`src/rtl/alu_pkg.sv`:
```
// Shared ALU control encodings and arbiter FSM states.
package alu_pkg;

  localparam int unsigned DataWidth = 32;

  // ALUControl codes; 110 and 111 are reserved and yield result 0.
  typedef enum logic [2:0] {
    AluAdd  = 3'b000,
    AluSub  = 3'b001,
    AluAnd  = 3'b010,
    AluOr   = 3'b011,
    AluSlt  = 3'b100,
    AluXor  = 3'b101,
    AluRsv6 = 3'b110,
    AluRsv7 = 3'b111
  } alu_op_e;

  typedef enum logic [1:0] {
    StIdle = 2'b00,
    StExec = 2'b01,
    StResp = 2'b10
  } arb_state_e;

endpackage

```
`src/rtl/alu.sv`:
```
// Single-cycle combinational ALU shared by both requesters of the arbiter.
module alu
  import alu_pkg::*;
(
  input  logic [DataWidth-1:0] a,
  input  logic [DataWidth-1:0] b,
  input  logic [2:0]           op,
  output logic [DataWidth-1:0] result,
  output logic                 zero
);

  // Decode the operation; reserved codes fall through to zero.
  always_comb begin
    result = '0;
    case (op)
      AluAdd:  result = a + b;
      AluSub:  result = a - b;
      AluAnd:  result = a & b;
      AluOr:   result = a | b;
      AluSlt:  result = {{(DataWidth-1){1'b0}}, (a < b)};
      AluXor:  result = a ^ b;
      default: result = '0;
    endcase
  end

  assign zero = (result == '0);

endmodule

```
`src/rtl/alu_share_arbiter.sv`:
```
// Two-requester round-robin arbiter in front of one shared ALU.
// Each operation runs IDLE -> EXEC -> RESP; only one is in flight at a time.
module alu_share_arbiter
  import alu_pkg::*;
#(
  parameter int unsigned RESET_PRIO = 0
) (
  input  logic                 clk,
  input  logic                 rst,
  input  logic                 req0_valid,
  input  logic [DataWidth-1:0] req0_a,
  input  logic [DataWidth-1:0] req0_b,
  input  logic [2:0]           req0_op,
  output logic                 req0_ready,
  input  logic                 req1_valid,
  input  logic [DataWidth-1:0] req1_a,
  input  logic [DataWidth-1:0] req1_b,
  input  logic [2:0]           req1_op,
  output logic                 req1_ready,
  output logic                 rsp0_valid,
  output logic [DataWidth-1:0] rsp0_result,
  output logic                 rsp0_zero,
  input  logic                 rsp0_ready,
  output logic                 rsp1_valid,
  output logic [DataWidth-1:0] rsp1_result,
  output logic                 rsp1_zero,
  input  logic                 rsp1_ready
);

  localparam logic ResetPrioBit = (RESET_PRIO != 0);

  arb_state_e           state_q;
  logic                 prio_q;
  logic                 owner_q;
  logic [DataWidth-1:0] a_q;
  logic [DataWidth-1:0] b_q;
  logic [2:0]           op_q;
  logic [DataWidth-1:0] result_q;
  logic                 zero_q;

  logic                 gnt0;
  logic                 gnt1;
  logic                 accept;
  logic                 rsp_xfer;
  logic [DataWidth-1:0] alu_result;
  logic                 alu_zero;

  // Round-robin grant, only offered in IDLE and never while reset is held.
  always_comb begin
    gnt0 = 1'b0;
    gnt1 = 1'b0;
    if (!rst && (state_q == StIdle)) begin
      if (req0_valid && req1_valid) begin
        gnt0 = ~prio_q;
        gnt1 = prio_q;
      end else begin
        gnt0 = req0_valid;
        gnt1 = req1_valid;
      end
    end
  end

  assign req0_ready = gnt0;
  assign req1_ready = gnt1;
  assign accept     = gnt0 | gnt1;
  assign rsp_xfer   = (state_q == StResp) && (owner_q ? rsp1_ready : rsp0_ready);

  // Outputs are forced quiet while reset is held, even before the reset edge.
  assign rsp0_valid  = !rst && (state_q == StResp) && !owner_q;
  assign rsp1_valid  = !rst && (state_q == StResp) && owner_q;
  assign rsp0_result = rst ? '0 : result_q;
  assign rsp1_result = rst ? '0 : result_q;
  assign rsp0_zero   = rst ? 1'b0 : zero_q;
  assign rsp1_zero   = rst ? 1'b0 : zero_q;

  alu u_alu (
    .a      (a_q),
    .b      (b_q),
    .op     (op_q),
    .result (alu_result),
    .zero   (alu_zero)
  );

  // Operation FSM: capture on accept, compute in EXEC, hold result in RESP.
  always_ff @(posedge clk) begin
    if (rst) begin
      state_q  <= StIdle;
      prio_q   <= ResetPrioBit;
      owner_q  <= 1'b0;
      a_q      <= '0;
      b_q      <= '0;
      op_q     <= '0;
      result_q <= '0;
      zero_q   <= 1'b0;
    end else begin
      unique case (state_q)
        StIdle: begin
          if (accept) begin
            a_q     <= gnt1 ? req1_a : req0_a;
            b_q     <= gnt1 ? req1_b : req0_b;
            op_q    <= gnt1 ? req1_op : req0_op;
            owner_q <= gnt1;
            // Priority passes to whoever was not just served.
            prio_q  <= gnt0;
            state_q <= StExec;
          end
        end
        StExec: begin
          result_q <= alu_result;
          zero_q   <= alu_zero;
          state_q  <= StResp;
        end
        StResp: begin
          if (rsp_xfer) begin
            state_q <= StIdle;
          end
        end
        default: state_q <= StIdle;
      endcase
    end
  end

endmodule

```
`config.mk`:
```
export PLATFORM = sky130hd
export DESIGN_NAME = alu_share_arbiter
export DESIGN_NICKNAME = d
export VERILOG_FILES = /design/src/rtl/alu_pkg.sv /design/src/rtl/alu.sv /design/src/rtl/alu_share_arbiter.sv
export SDC_FILE = /design/constraint.sdc
export NUM_CORES = 1
export LEC_CHECK = 0
export CAP_MARGIN = 20
export CORE_MARGIN = 3
export CORE_UTILIZATION = 55
export CTS_BUF_LIST = sky130_fd_sc_hd__clkbuf_4 sky130_fd_sc_hd__clkbuf_8
export CTS_CLUSTER_SIZE = 28
export DETAILED_ROUTE_END_ITERATION = 10
export PLACE_DENSITY = 0.88
export SLEW_MARGIN = 30
export SYNTH_ARGS = -nofsm -noshare
export SYNTH_HDL_FRONTEND = slang
export SYNTH_HIERARCHICAL = 1
export SYNTH_SLANG_ARGS = --single-unit
```
`constraint.sdc`:
```
create_clock -name clk -period 4.41 [get_ports clk]
set_input_delay 0.882 -clock clk [delete_from_list [all_inputs] [get_ports clk]]
set_output_delay 0.882 -clock clk [all_outputs]
set_load 0.02 [all_outputs]
```
==> results.json <==
{
  "maxCapViolCount": 0,
  "async_reset_ff_frac": 0,
  "ant_nets": 0,
  "power_density_nw_per_um2": 306,
  "timing.setup.tns_ns": 0,
  "crit_slowest_cell": "a2111oi_1",
  "synth-edff-count": 0,
  "p_int_mw": 2.17,
  "hold_class": "register to register",
  "status": "finished clean",
  "synth_cells": 1424,
  "drc": 0,
  "seq_area_frac_synth": 0.192,
  "clock_sinks": 104,
  "coreArea_um2": 19100,
  "fin_util": 0.684,
  "cts-hold-fix-buffers": 0,
  "path_buf_inv": 1,
  "worstReg2RegEnd": "zero_q$_SDFFE_PP0N_",
  "area.growth.synth_to_final_pct": 20.1,
  "netSwitchingFraction": 0.459,
  "pwr-share-comb": 0.554,
  "cts_setup_buffers": 0,
  "path_depth": 14,
  "insertedDiodeCount": 0,
  "hold_viol": 0,
  "synth-warning-count": 6,
  "max_slew.worst_pin.slew_ns": 0.838,
  "vias": 12206,
  "rows": 50,
  "gp_congestion": 1.07,
  "r2r_setup_slack_ns": 0.20,
  "io_buffer_count": 209,
  "track_usage": 0.363,
  "avgViaCountPerCell": 6.82,
  "reg2reg_from": "b_q[8]$_SDFFE_PP0P_",
  "die-area_um2": 21500,
  "die_h_um": 147,
  "setup_viol": 0,
  "fin_crit_ns": 4.21,
  "start_util": 0.570,
  "crit_path_start_kind": "register",
  "clock_skew_ns": 0.0211,
  "ir_drop_uv": 297,
  "synth.area.top_cells": "dfxtp_1 19%, ha_1 12%, a21oi_1 6.8%, a311oi_1 5.7%, o31ai_1 5.5%",
  "cp_max_fo": 11,
  "critical_path_class": "register to register",
  "cts_root_buf": "clkbuf_8",
  "syn_nets": 1672,
  "relSlewSlack": 0.438,
  "slew_violations": 0,
  "final.period_utilization": 0.955,
  "synth-seq-cells": 104,
  "fmax_mhz": 237,
  "path_clk_slew_ns": 0.12,
  "power_frac_clock": 0.163,
  "grt_max_degree": 132,
  "grt_overflow": 0,
  "crit_path_end_kind": "register",
  "seqPwrFrac": 0.283,
  "yosysTopAreaCell": "dfxtp_1",
  "avgRoutedWirePerCell_um": 22.7,
  "grt_pass1_wl_mm": 63.5,
  "rr_worst_depth": 14,
  "firstDrtPassIters": 6,
  "critPathRequiredTime_ns": 4.71,
  "drive_gt1_frac": 0.0790,
  "dp_hpwl_mm": 31.1,
  "cts.htree.levels": 3,
  "cts_made_buffers": 9,
  "max-clock-path-buffers": 2,
  "num_io_pins": 210,
  "crit_start": "b_q[8]$_SDFFE_PP0P_",
  "synthFlopType": "dfxtp_1",
  "drt-initial-drc-count": 1630,
  "cpPeakStageDelay_ns": 0.64,
  "synth.avg_cell_area_um2": 7.63,
  "crit_chain": "inv_1 > ha_1 > nor2b_1 > nor2_1 > o31ai_1 > a2111oi_1 > a2111oi_1 > o2111ai_1 > o22ai_1 > a211oi_1 > mux2_1 > o22ai_2 > and4bb_1 > o22a_1",
  "grt_pass1_vias": 11159,
  "wirelength_mm": 40.6,
  "nNetsFinal": 1775,
  "cts_tree": "built",
  "die_w_um": 147,
  "crit_path_frequent_cell": "a2111oi_1",
  "antenna_found_initial": 1,
  "power.leakage_nw": 4.79,
  "synth.distinct_cells": 94,
  "synth_top_area_share": 0.192,
  "power.switching_mw": 1.83,
  "rsz0062_at_grt": "false",
  "critical_path.top_delay_family": "compound AO/OA/AOI/OAI gates",
  "cp-endpoint": "zero_q$_SDFFE_PP0N_",
  "insertion_delay_ns": 0.40,
  "syn-cell-area_um2": 10900,
  "cp_data_arrival_time_ns": 4.51,
  "n_fill_cell": 1619
}
-- how the worst min path moves through the flow --
stage	startpoint	to	slack [ns]	cells after the start
floorplan	prio_q$_SDFFE_PP0P_	prio_q$_SDFFE_PP0P_	0.47	2
global placement	prio_q$_SDFFE_PP0P_	prio_q$_SDFFE_PP0P_	0.48	2
detailed placement	prio_q$_SDFFE_PP0P_	prio_q$_SDFFE_PP0P_	0.51	2
CTS	prio_q$_SDFFE_PP0P_	prio_q$_SDFFE_PP0P_	0.52	2
global route	prio_q$_SDFFE_PP0P_	prio_q$_SDFFE_PP0P_	0.57	2
finish	prio_q$_SDFFE_PP0P_	prio_q$_SDFFE_PP0P_	0.52	2
-- layout make-up --
type                       count  area, µm²  area share
clock buffer                   9        124     0.00949
inverter                     105        397      0.0304
multi-input combinational   1045       7540       0.578
tap                          260        325      0.0249
timing repair buffer         262       2510       0.192
sequential                   104       2080       0.160
clock inverter                 6       73.8     0.00565
-- worst reg2reg max path, stage by stage (launching register included) --
cell and delay (ns):
dfxtp_1 0.42, inv_1 0.09, ha_1 0.45, nor2b_1 0.29, nor2_1 0.12, o31ai_1 0.42, a2111oi_1 0.19, a2111oi_1 0.64
o2111ai_1 0.22, o22ai_1 0.24, a211oi_1 0.14, mux2_1 0.33, o22ai_2 0.15, and4bb_1 0.20, o22a_1 0.20
-- routing by layer --
| metal | part of all wire | vias up | GRT usage | wire [µm] |
|---|---|---|---|---|
| li1 | - | 5534 | - | - |
| met1 | 0.44 | 5687 | 0.543 | 17800 |
| met2 | 0.41 | 895 | 0.508 | 16500 |
| met3 | 0.13 | 90 | 0.0962 | 5350 |
| met4 | 0.025 | 0 | 0.103 | 1020 |
| met5 | 0 | - | 0 | 0 |
-- power by group through the flow --
stage,logic [mW],clock network (mW),registers (mW)
2_1_floorplan,1.46,0,1.12
6_report,2.22,0.652,1.13
4_1_cts,2.13,0.652,1.13
3_5_place_dp,2.12,0,1.15
3_3_place_gp,2.11,0,1.15
5_1_grt,2.36,0.695,1.15
-- kinds of logic after synthesis --
kind of cell / synth area share
adders and majority gates: 0.126
AOI/OAI and AO/OA: 0.357
buffers and inverters: 0.117
xor gates and xnor gates: 0.0145
muxes: 0.0140
and+or+nand+nor: 0.181
DFF: 0.192
-- metrics by stage --
step / worst slack [ns] / power (mW) / instance area, µm² / instances / hold slack [ns]
floorplan: 0.790 / 2.58 / 10900 / 1424 / 0.471
global placement: 0.391 / 3.25 / 12800 / 1776 / 0.482
detailed placement: 0.289 / 3.28 / 12800 / 1776 / 0.506
CTS: 0.264 / 3.91 / 13000 / 1791 / 0.520
global route: 0.0188 / 4.20 / 13100 / 1791 / 0.565
finish: 0.199 / 4.00 / 13100 / 1791 / 0.523
-- state kept, by name (all words and copies together) (netlist names) --
| name | cells |
|---|---|
| prio_q | 1 |
| result_q | 32 |
| b_q | 32 |
| zero_q | 1 |
| state_q | 2 |
| owner_q | 1 |
| a_q | 32 |
| op_q | 3 |
-- Yosys cell counts (42+ instances only) --
cell type and instances:
a21oi_1 148, a311oi_1 71, buf_4 42, clkbuf_1 79, dfxtp_1 104, ha_1 106
inv_1 103, nand2_1 73, nand4_1 77, nor2_1 66, nor2b_1 45, o31ai_1 80
-- layout by cell type (no fill, tap or decap), types with 5 or more instances in the layout --
cell | synthesis | final
o311ai_0 | 5 | 5
a211oi_1 | 14 | 14
or2_2 | 6 | 6
nor3_1 | 19 | 18
nor4_1 | 11 | 11
nand3_1 | 20 | 20
o211ai_1 | 20 | 20
xnor2_1 | 16 | 16
mux2i_1 | 13 | 13
nor2_1 | 66 | 64
a21oi_1 | 148 | 148
o21ai_1 | 5 | 5
o21a_1 | 7 | 7
nor2b_1 | 45 | 45
o22a_1 | 33 | 33
a31oi_1 | 14 | 14
o21ai_0 | 39 | 39
a221oi_1 | 5 | 5
o21bai_1 | 7 | 7
a21o_1 | 9 | 9
nand4_1 | 77 | 77
o31a_1 | 5 | 5
nand2b_1 | 9 | 8
buf_4 | 42 | 52
a22oi_1 | 6 | 6
o31ai_1 | 80 | 80
nand2_1 | 73 | 73
o221ai_1 | 6 | 6
dfxtp_1 | 104 | 103
o31ai_2 | 10 | 10
clkdlybuf4s50_1 | 0 | 207
ha_1 | 106 | 106
inv_1 | 103 | 102
o22ai_1 | 9 | 9
clkbuf_8 | 0 | 9
a311oi_1 | 71 | 71
-- repair_timing --
action / 4_1_cts / 5_1_grt
resized for setup: 0 / 1
setup endpoints to repair: 0 / 1
hold endpoints to repair: 0 / 0
Note: power is estimated with default switching activity, not from simulation.
